[src/rtl/i2c_pkg.sv]
// Shared types for the i2c arbiter: command field widths, FSM encoding,
// the command record carried by each requester buffer, and a helper for
// sizing the "wait for busy" timeout counter.
package i2c_pkg;

  localparam int DEV_W  = 8;
  localparam int ADDR_W = 16;
  localparam int DATA_W = 8;

  typedef enum logic [1:0] {
    ST_IDLE      = 2'd0,
    ST_ISSUE     = 2'd1,
    ST_WAIT_BUSY = 2'd2,
    ST_WAIT_DONE = 2'd3
  } arb_state_e;

  typedef struct packed {
    logic [DEV_W-1:0]  device_id;
    logic              w_r;
    logic [ADDR_W-1:0] addr;
    logic [DATA_W-1:0] data_in;
  } i2c_cmd_t;

  // Counter must be able to hold the value TMO_CYC itself.
  function automatic int tmo_cnt_w(input int tmo_cyc);
    return $clog2(tmo_cyc + 1);
  endfunction

endpackage

[src/rtl/i2c_req_buf.sv]
// One-entry request buffer: captures a command on trig when empty and
// holds it (pend=1) until the arbiter clears it after service or abort.
module i2c_req_buf
  import i2c_pkg::*;
(
  input  logic     clk,
  input  logic     rstn,
  input  logic     i_trig,
  input  i2c_cmd_t i_cmd,
  input  logic     i_clr,
  output logic     o_pend,
  output i2c_cmd_t o_cmd
);

  logic     r_pend;
  i2c_cmd_t r_cmd;

  // Capture only into an empty buffer; a trig while pending is dropped.
  // i_clr is only asserted while pending, so it never races a capture.
  always_ff @(posedge clk or negedge rstn) begin
    if (!rstn) begin
      r_pend <= 1'b0;
      r_cmd  <= '0;
    end else if (i_trig && !r_pend) begin
      r_pend <= 1'b1;
      r_cmd  <= i_cmd;
    end else if (i_clr) begin
      r_pend <= 1'b0;
    end
  end

  assign o_pend = r_pend;
  assign o_cmd  = r_cmd;

endmodule

[src/rtl/i2c_arb.sv]
// Two-requester round-robin arbiter in front of a single shared i2c_dri.
// Handshake: a requester pulses rN_trig for one cycle; rN_busy stays high
// until its transaction completes or is aborted. Toward the driver, the
// command fields are stable while drv_pluse is high and until the arbiter
// returns to IDLE; the driver acknowledges by raising drv_busy and signals
// completion by dropping it. dbg_state exposes the FSM state.
module i2c_arb
  import i2c_pkg::*;
#(
  parameter int TMO_CYC = 16
) (
  input  logic              clk,
  input  logic              rstn,
  input  logic              r0_trig,
  input  logic [DEV_W-1:0]  r0_device_id,
  input  logic              r0_w_r,
  input  logic [ADDR_W-1:0] r0_addr,
  input  logic [DATA_W-1:0] r0_data_in,
  output logic              r0_busy,
  output logic              r0_byte_over,
  output logic [DATA_W-1:0] r0_data_out,
  input  logic              r1_trig,
  input  logic [DEV_W-1:0]  r1_device_id,
  input  logic              r1_w_r,
  input  logic [ADDR_W-1:0] r1_addr,
  input  logic [DATA_W-1:0] r1_data_in,
  output logic              r1_busy,
  output logic              r1_byte_over,
  output logic [DATA_W-1:0] r1_data_out,
  output logic [DEV_W-1:0]  drv_device_id,
  output logic              drv_pluse,
  output logic              drv_w_r,
  output logic [ADDR_W-1:0] drv_addr,
  output logic [DATA_W-1:0] drv_data_in,
  input  logic              drv_busy,
  input  logic              drv_byte_over,
  input  logic [DATA_W-1:0] drv_data_out,
  output logic              err_tmo,
  output arb_state_e        dbg_state
);

  localparam int TMO_W = tmo_cnt_w(TMO_CYC);

  arb_state_e       r_state, w_state_nxt;
  logic             r_grant, r_last;
  logic [TMO_W-1:0] r_tmo;
  i2c_cmd_t         r_drv_cmd;
  logic [DATA_W-1:0] r_data0, r_data1;

  logic     w_pend0, w_pend1, w_clr0, w_clr1;
  i2c_cmd_t w_cmd0, w_cmd1;
  logic     w_sel, w_load, w_release, w_done, w_pluse, w_err, w_active;

  i2c_req_buf u_buf0 (
    .clk    (clk),
    .rstn   (rstn),
    .i_trig (r0_trig),
    .i_cmd  ({r0_device_id, r0_w_r, r0_addr, r0_data_in}),
    .i_clr  (w_clr0),
    .o_pend (w_pend0),
    .o_cmd  (w_cmd0)
  );

  i2c_req_buf u_buf1 (
    .clk    (clk),
    .rstn   (rstn),
    .i_trig (r1_trig),
    .i_cmd  ({r1_device_id, r1_w_r, r1_addr, r1_data_in}),
    .i_clr  (w_clr1),
    .o_pend (w_pend1),
    .o_cmd  (w_cmd1)
  );

  // Next-state and per-cycle strobes; grant choice is round-robin on a tie.
  always_comb begin
    w_state_nxt = r_state;
    w_load      = 1'b0;
    w_release   = 1'b0;
    w_done      = 1'b0;
    w_pluse     = 1'b0;
    w_err       = 1'b0;
    w_sel       = (w_pend0 && w_pend1) ? ~r_last : w_pend1;
    case (r_state)
      ST_IDLE: begin
        if ((w_pend0 || w_pend1) && !drv_busy) begin
          w_load      = 1'b1;
          w_state_nxt = ST_ISSUE;
        end
      end
      ST_ISSUE: begin
        w_pluse     = 1'b1;
        w_state_nxt = ST_WAIT_BUSY;
      end
      ST_WAIT_BUSY: begin
        if (drv_busy) begin
          w_state_nxt = ST_WAIT_DONE;
        end else if (r_tmo == TMO_W'(TMO_CYC - 1)) begin
          w_err       = 1'b1;
          w_release   = 1'b1;
          w_state_nxt = ST_IDLE;
        end
      end
      ST_WAIT_DONE: begin
        if (!drv_busy) begin
          w_release   = 1'b1;
          w_done      = 1'b1;
          w_state_nxt = ST_IDLE;
        end
      end
      default: w_state_nxt = ST_IDLE;
    endcase
  end

  // State register.
  always_ff @(posedge clk or negedge rstn) begin
    if (!rstn) r_state <= ST_IDLE;
    else       r_state <= w_state_nxt;
  end

  // Cycles spent in WAIT_BUSY; zero in every other state.
  always_ff @(posedge clk or negedge rstn) begin
    if (!rstn)                        r_tmo <= '0;
    else if (r_state != ST_WAIT_BUSY) r_tmo <= '0;
    else                              r_tmo <= r_tmo + TMO_W'(1);
  end

  // Grant and driver command are latched on IDLE->ISSUE; last-grant only
  // advances on a completed transaction, not on a timeout abort.
  always_ff @(posedge clk or negedge rstn) begin
    if (!rstn) begin
      r_grant   <= 1'b0;
      r_last    <= 1'b1;
      r_drv_cmd <= '0;
    end else begin
      if (w_load) begin
        r_grant   <= w_sel;
        r_drv_cmd <= w_sel ? w_cmd1 : w_cmd0;
      end
      if (w_done) r_last <= r_grant;
    end
  end

  assign w_active = (r_state == ST_WAIT_BUSY) || (r_state == ST_WAIT_DONE);
  assign w_clr0   = w_release && !r_grant;
  assign w_clr1   = w_release &&  r_grant;

  assign r0_byte_over = drv_byte_over && w_active && !r_grant;
  assign r1_byte_over = drv_byte_over && w_active &&  r_grant;

  // Read data is captured only on a byte_over routed to that requester.
  always_ff @(posedge clk or negedge rstn) begin
    if (!rstn) begin
      r_data0 <= '0;
      r_data1 <= '0;
    end else begin
      if (r0_byte_over) r_data0 <= drv_data_out;
      if (r1_byte_over) r_data1 <= drv_data_out;
    end
  end

  assign r0_busy       = w_pend0;
  assign r1_busy       = w_pend1;
  assign r0_data_out   = r_data0;
  assign r1_data_out   = r_data1;
  assign drv_pluse     = w_pluse;
  assign err_tmo       = w_err;
  assign drv_device_id = r_drv_cmd.device_id;
  assign drv_w_r       = r_drv_cmd.w_r;
  assign drv_addr      = r_drv_cmd.addr;
  assign drv_data_in   = r_drv_cmd.data_in;
  assign dbg_state     = r_state;

endmodule

[config.mk]
export PLATFORM = sky130hd
export DESIGN_NAME = i2c_arb
export DESIGN_NICKNAME = d
export VERILOG_FILES = /design/src/rtl/i2c_pkg.sv /design/src/rtl/i2c_req_buf.sv /design/src/rtl/i2c_arb.sv
export SDC_FILE = /design/constraint.sdc
export NUM_CORES = 1
export LEC_CHECK = 0
export BUFFER_PORTS_ARGS = -buffer_cell sky130_fd_sc_hd__buf_4
export CORE_ASPECT_RATIO = 0.7
export CORE_MARGIN = 2
export CORE_UTILIZATION = 50
export CTS_CLUSTER_SIZE = 28
export DETAILED_ROUTE_END_ITERATION = 10
export GPL_TIMING_DRIVEN = 0
export PLACE_DENSITY = 0.83
export SETUP_SLACK_MARGIN = 0.15
export SYNTH_ARGS = -nofsm -noshare
export SYNTH_HDL_FRONTEND = slang
export SYNTH_SLANG_ARGS = --single-unit
[constraint.sdc]
create_clock -name clk -period 2.3 [get_ports clk]
set_input_delay 0.46 -clock clk [delete_from_list [all_inputs] [get_ports clk]]
set_output_delay 0.46 -clock clk [all_outputs]
set_load 0.01 [all_outputs]
## Yosys cells after proc, flatten, opt, wreduce, memory -nomap -nowiden

Index checks and enable logic that the tools add are counted.

- Register bits: 126
- Word-level logic and storage cells: 70
- Memory bits (read-only): 0
- Latch bits: 0
- Memory bits (writable): 0
- Memories: 0

- Multiply operators: 0
- Order comparisons: 0
- Shift-type cells: 0
- Equal/unequal tests: 8
- Divide/modulo/power cells: 0
- Reduce and logical (&&, ||, !) cells: 19
- Bitwise logic cells: 1
- Muxes and demuxes: 21
- Add/sub/neg operators: 1

Operators with widths:

| operator | count |
|---|---|
| 33-bit two-way mux | 1 |
| 1-bit two-way mux | 13 |
| 1-bit logical AND | 9 |
| 2-bit two-way mux | 4 |
| 2-bit one-hot mux with 4 select lines | 1 |
| 2-bit inequality test, second input constant | 3 |
| 5-bit by 1-bit adder with 5-bit output, second input constant | 1 |
| 5-bit by 4-bit equality test with 1-bit output, second input constant | 1 |
| 5-bit two-way mux | 1 |
| 2-bit equality test, second input constant | 2 |
| 1-bit logical NOT | 4 |
| 2-bit nonzero test | 2 |
| 3-bit inequality test, second input constant | 1 |
| 3-bit AND reduction | 1 |
| 2-bit by 1-bit equality test with 1-bit output, second input constant | 1 |
| 2-bit logical NOT | 1 |
| 1-bit logical OR | 2 |
| 1-bit one-hot mux with 2 select lines | 1 |
| 1-bit NOT | 1 |

## Logic depth before layout (Yosys ltp)

- Depth in word-level cells: 7
- Mapped depth: 6

## Hierarchy

Synthesis repeated with hierarchy kept, for this count alone.

- Cell total of the unflattened synthesis: 343
- Area total of the unflattened synthesis: 5,579.1 um^2

Modules (own cells, without submodules):

| module | times used | area an instance (um^2) | sequential area each (um^2) | cells an instance |
|---|---|---|---|---|
| i2c_req_buf | 2 | 1,423.9 | 850.8 | 74 |
| i2c_arb | 1 | 2,731.4 | 1,452.6 | 195 |

## Worst setup path after synthesis

No wires, ideal clock.

- Path kind: reg2out
- Start: register r_tmo[0]
- End: output err_tmo
- Arrival: 1,131 ps
- Stages on the path, launching flop included: 5
- Required time: 1,840 ps
- Slack: 709 ps
- Path through: dfrtp_1 ha_1 and3_1 ha_1 nor3b_1

- Longest elaborated chain between the ends: 4

Ends and longest elaborated chain:

| item | line | RTL |
|---|---|---|
| start, declared | i2c_arb.sv:46 | `logic [TMO_W-1:0] r_tmo;` |
| start signal, assigned | i2c_arb.sv:124 | `else r_tmo <= r_tmo + TMO_W'(1);` |
| 5-bit by 4-bit equality test with 1-bit output | i2c_arb.sv:97 | `end else if (r_tmo == TMO_W'(TMO_CYC - 1)) begin` |
| 1-bit two-way mux | i2c_arb.sv:97 |  |
| 1-bit two-way mux | i2c_arb.sv:95 | `if (drv_busy) begin` |
| 1-bit two-way mux | i2c_arb.sv:83 | `case (r_state)` |
| end, declared | i2c_arb.sv:38 | `output logic err_tmo,` |

No other way between the ends.

## Final worst setup path

- Start: register r_tmo[1]
- End: output err_tmo

Same word-level chain as after synthesis.

==> results.sh <==
export IMPL_crit_required_ps=1840
export IMPL_synth_top_area_share=0.593
export IMPL_worstReg2RegEnd="u_buf0.o_cmd[31]"
export IMPL_layout_cells_non_filler=646
export IMPL_status="finished clean"
export IMPL_grt_max_degree=67
export IMPL_p_per_area_nw_per_um2=1530
export IMPL_yosys_area_share_simple=0.0259
export IMPL_cts_buffers=17
export IMPL_die_area_um2=11400
export IMPL_synth_seq_area_share=0.598
export IMPL_dpl_cell_count=612
export IMPL_synthTopCellsByArea="dfrtp_1, mux2_1, a2bb2oi_2"
export IMPL_end_kind="output pin"
export IMPL_finalSetupViolCount=0
export IMPL_synth_mux_area_frac=0.177
export IMPL_hold_path_class="primary input to asynchronous set/reset pin"
export IMPL_clk_path_buf_depth=2
export IMPL_r2r_cells=4
export IMPL_synthCells=343
export IMPL_track_usage=0.235
export IMPL_worst_setup_path_start_kind="register"
export IMPL_crit_reg2reg_launch="u_buf0.o_pend"
export IMPL_die_h_um=89.9
export IMPL_synth_adder_area_share=0.00474
export IMPL_port_buffers=136
export IMPL_critical_path_class="register to output pin"
export IMPL_yosysWarningCount=0
export IMPL_synthXorXnorAreaFrac=0.00332
export IMPL_vias=3613
export IMPL_wl_mm=12.7
export IMPL_syn_area_um2=5280
export IMPL_grt_pass1_wl_mm=20.5
export IMPL_tns_ps=0
export IMPL_drc=0
export IMPL_cts_sinks=126
export IMPL_wire_per_inst_um=19.7
export IMPL_grt_pass1_vias=3875
export IMPL_rows=31
export IMPL_fin_crit_ps=2110
export IMPL_areaGrowthSynthToFinish_pct=35.6
export IMPL_tritoncts="done"
export IMPL_synth_seq_cells=126
export IMPL_critPathMaxFanout=2
export IMPL_multiInputGateArea_um2=1930
export IMPL_min_period_over_period=0.919
export IMPL_grt_ovfl_total=0
export IMPL_first_pass_iters=4
export IMPL_area_sequential_um2=3150
export IMPL_ioPinCount=137
export IMPL_hold_violations=0
export IMPL_syn_area_per_cell_um2=15.4
export IMPL_rrSetupSlack_ps=520
export IMPL_start_util=0.511
export IMPL_fin_skew_ps=11.2
export IMPL_slew_headroom=0.498
export IMPL_ant_nets=0
export IMPL_antenna_found_initial=0
export IMPL_fillers=706
export IMPL_synth_fp_nets=425
export IMPL_cts_root_buf="clkbuf_16"
export IMPL_clock_latency_ps=420
export IMPL_core_area_um2=10300
export IMPL_diodes=0
export IMPL_worstMarginPinSlew_ps=753
export IMPL_peakVddDrop_uv=739
export IMPL_place_congestion=0.747
export IMPL_leakagePower_uw=0.00321
export IMPL_synth_top_family_by_area="multiplexers"
export IMPL_ys_types=33
export IMPL_crit_arrival_ps=1650
export IMPL_die_w_um=127
export IMPL_rsz0062_at_grt="true"
export IMPL_drt_iter0_drc=195
export IMPL_power_uw=10900
export IMPL_maxCapViolCount=0
export IMPL_layout_drive_gt1_share=0.477
export IMPL_dpl_hpwl_mm=8.68
export IMPL_fmax_mhz=473
export IMPL_routed_via_density=5.59
export IMPL_clkTransAtPathRegs_ps=60
export IMPL_ctsHtreeMaxLevel=4
export IMPL_synth_compound_area_frac=0.153
export IMPL_layout_nets=583
export IMPL_slew_viol_final=0
export IMPL_synth_area_leader_cell="dfrtp_1"
where the power goes:
part	switching, uW	leakage (uW)	total (uW)	internal [uW]
Clock	967	0.000305	2860	1890
Combinational	1880	0.00143	4060	2170
Sequential	701	0.00147	4030	3320
Total	3550	0.00321	10900	7390
cells in the mapped netlist, drive strengths merged:
master,number
and3,1
xnor2,1
dfstp,1
o32ai,33
mux2i,1
o21ai,2
a21o,1
nor2b,4
nand3b,1
nor2,7
o21bai,1
dfrtp,125
o21a,1
nand2,1
nor3,3
clkbuf,11
xor2,1
inv,6
nand2b,3
a2bb2oi,33
mux2,82
ha,2
buf,16
nand3,3
a21oi,1
a21bo,1
nor3b,1
registers in the layout, summed over array words and instances (netlist names):
register,count
r1_data_out,8
r_last,1
drv_addr,16
r_tmo,5
drv_w_r,1
drv_data_in,8
r_grant,1
dbg_state,2
drv_device_id,8
r0_data_out,8
u_buf1.o_pend,1
u_buf0.o_cmd,33
u_buf0.o_pend,1
u_buf1.o_cmd,33
worst max path at each step:
stage | cells past startpoint | slack (ps) | to | startpoint
finish | 5 | 190 | err_tmo | r_tmo[1]
global route | 5 | 110 | err_tmo | r_tmo[1]
CTS | 5 | 160 | err_tmo | r_tmo[1]
detailed placement | 5 | 400 | u_buf1.o_cmd[16] | r1_trig
global placement | 1 | 430 | u_buf1.o_cmd[4] | rstn
floorplan | 4 | 710 | err_tmo | r_tmo[0]
critical path: stages, from the launching register on:
cell	delay [ps]
dfrtp_1	380
ha_2	190
and3_1	190
ha_2	180
nor3b_2	150
buf_4	150
metal layers:
| layer | vias to the layer above | GRT usage | wire length (um) |
|---|---|---|---|
| met5 | - | 0 | 0 |
| met4 | 0 | 0.0586 | 112 |
| met3 | 13 | 0.0810 | 967 |
| met2 | 134 | 0.357 | 6060 |
| met1 | 1857 | 0.328 | 5570 |
| li1 | 1609 | - | - |
cell type report:
type,count,area share
Tap cell,132,0.0231
Sequential cell,126,0.441
Clock buffer,21,0.0657
Multi-Input combinational cell,184,0.270
Clock inverter,11,0.0227
Timing Repair Buffer,139,0.149
Inverter,6,0.00315
Buffer,27,0.0250
placed cells by master, fill, tap and decap left out, drive strengths merged, types with 2 or more instances in the layout:
master	Yosys	routed
mux2	82	82
ha	2	2
clkinv	0	4
nor2b	4	4
nor2	7	7
nor3	3	3
o21ai	2	2
nand3	3	3
clkbuf	11	32
a2bb2oi	33	33
buf	16	155
clkinvlp	0	3
o32ai	33	33
nand2b	3	3
inv	6	6
dfrtp	125	125
bufinv	0	4
logic make-up (layout without fill, tap and decap cells):
kind of cell | count (synthesis) | in the layout
AOI/OAI and AO/OA | 73 | 73
xor gates and xnor gates | 2 | 2
adders and majority gates | 2 | 2
buffers and inverters | 33 | 204
DFF | 126 | 126
muxes | 83 | 83
and+or+nand+nor | 24 | 24
per-stage QoR:
stage / hold slack, ps / setup slack (ps) / util / area (um^2)
3_5_place_dp: 472 / 405 / 0.629 / 6490
2_1_floorplan: 164 / 709 / - / 5280
3_3_place_gp: 446 / 427 / 0.626 / 6460
5_1_grt: 60.5 / 111 / 0.694 / 7160
4_1_cts: 40.6 / 156 / 0.693 / 7150
6_report: 10.5 / 187 / 0.694 / 7160
timing repair:
item | CTS | global route
cloned | 0 | 0
gates resized for setup | 2 | 2
hold buffers | 0 | 0
setup endpoints to repair | 1 | 2
pin swaps | 1 | 0
buffers inserted | 2 | 0
No activity file was read; power rests on OpenSTA's default activity.
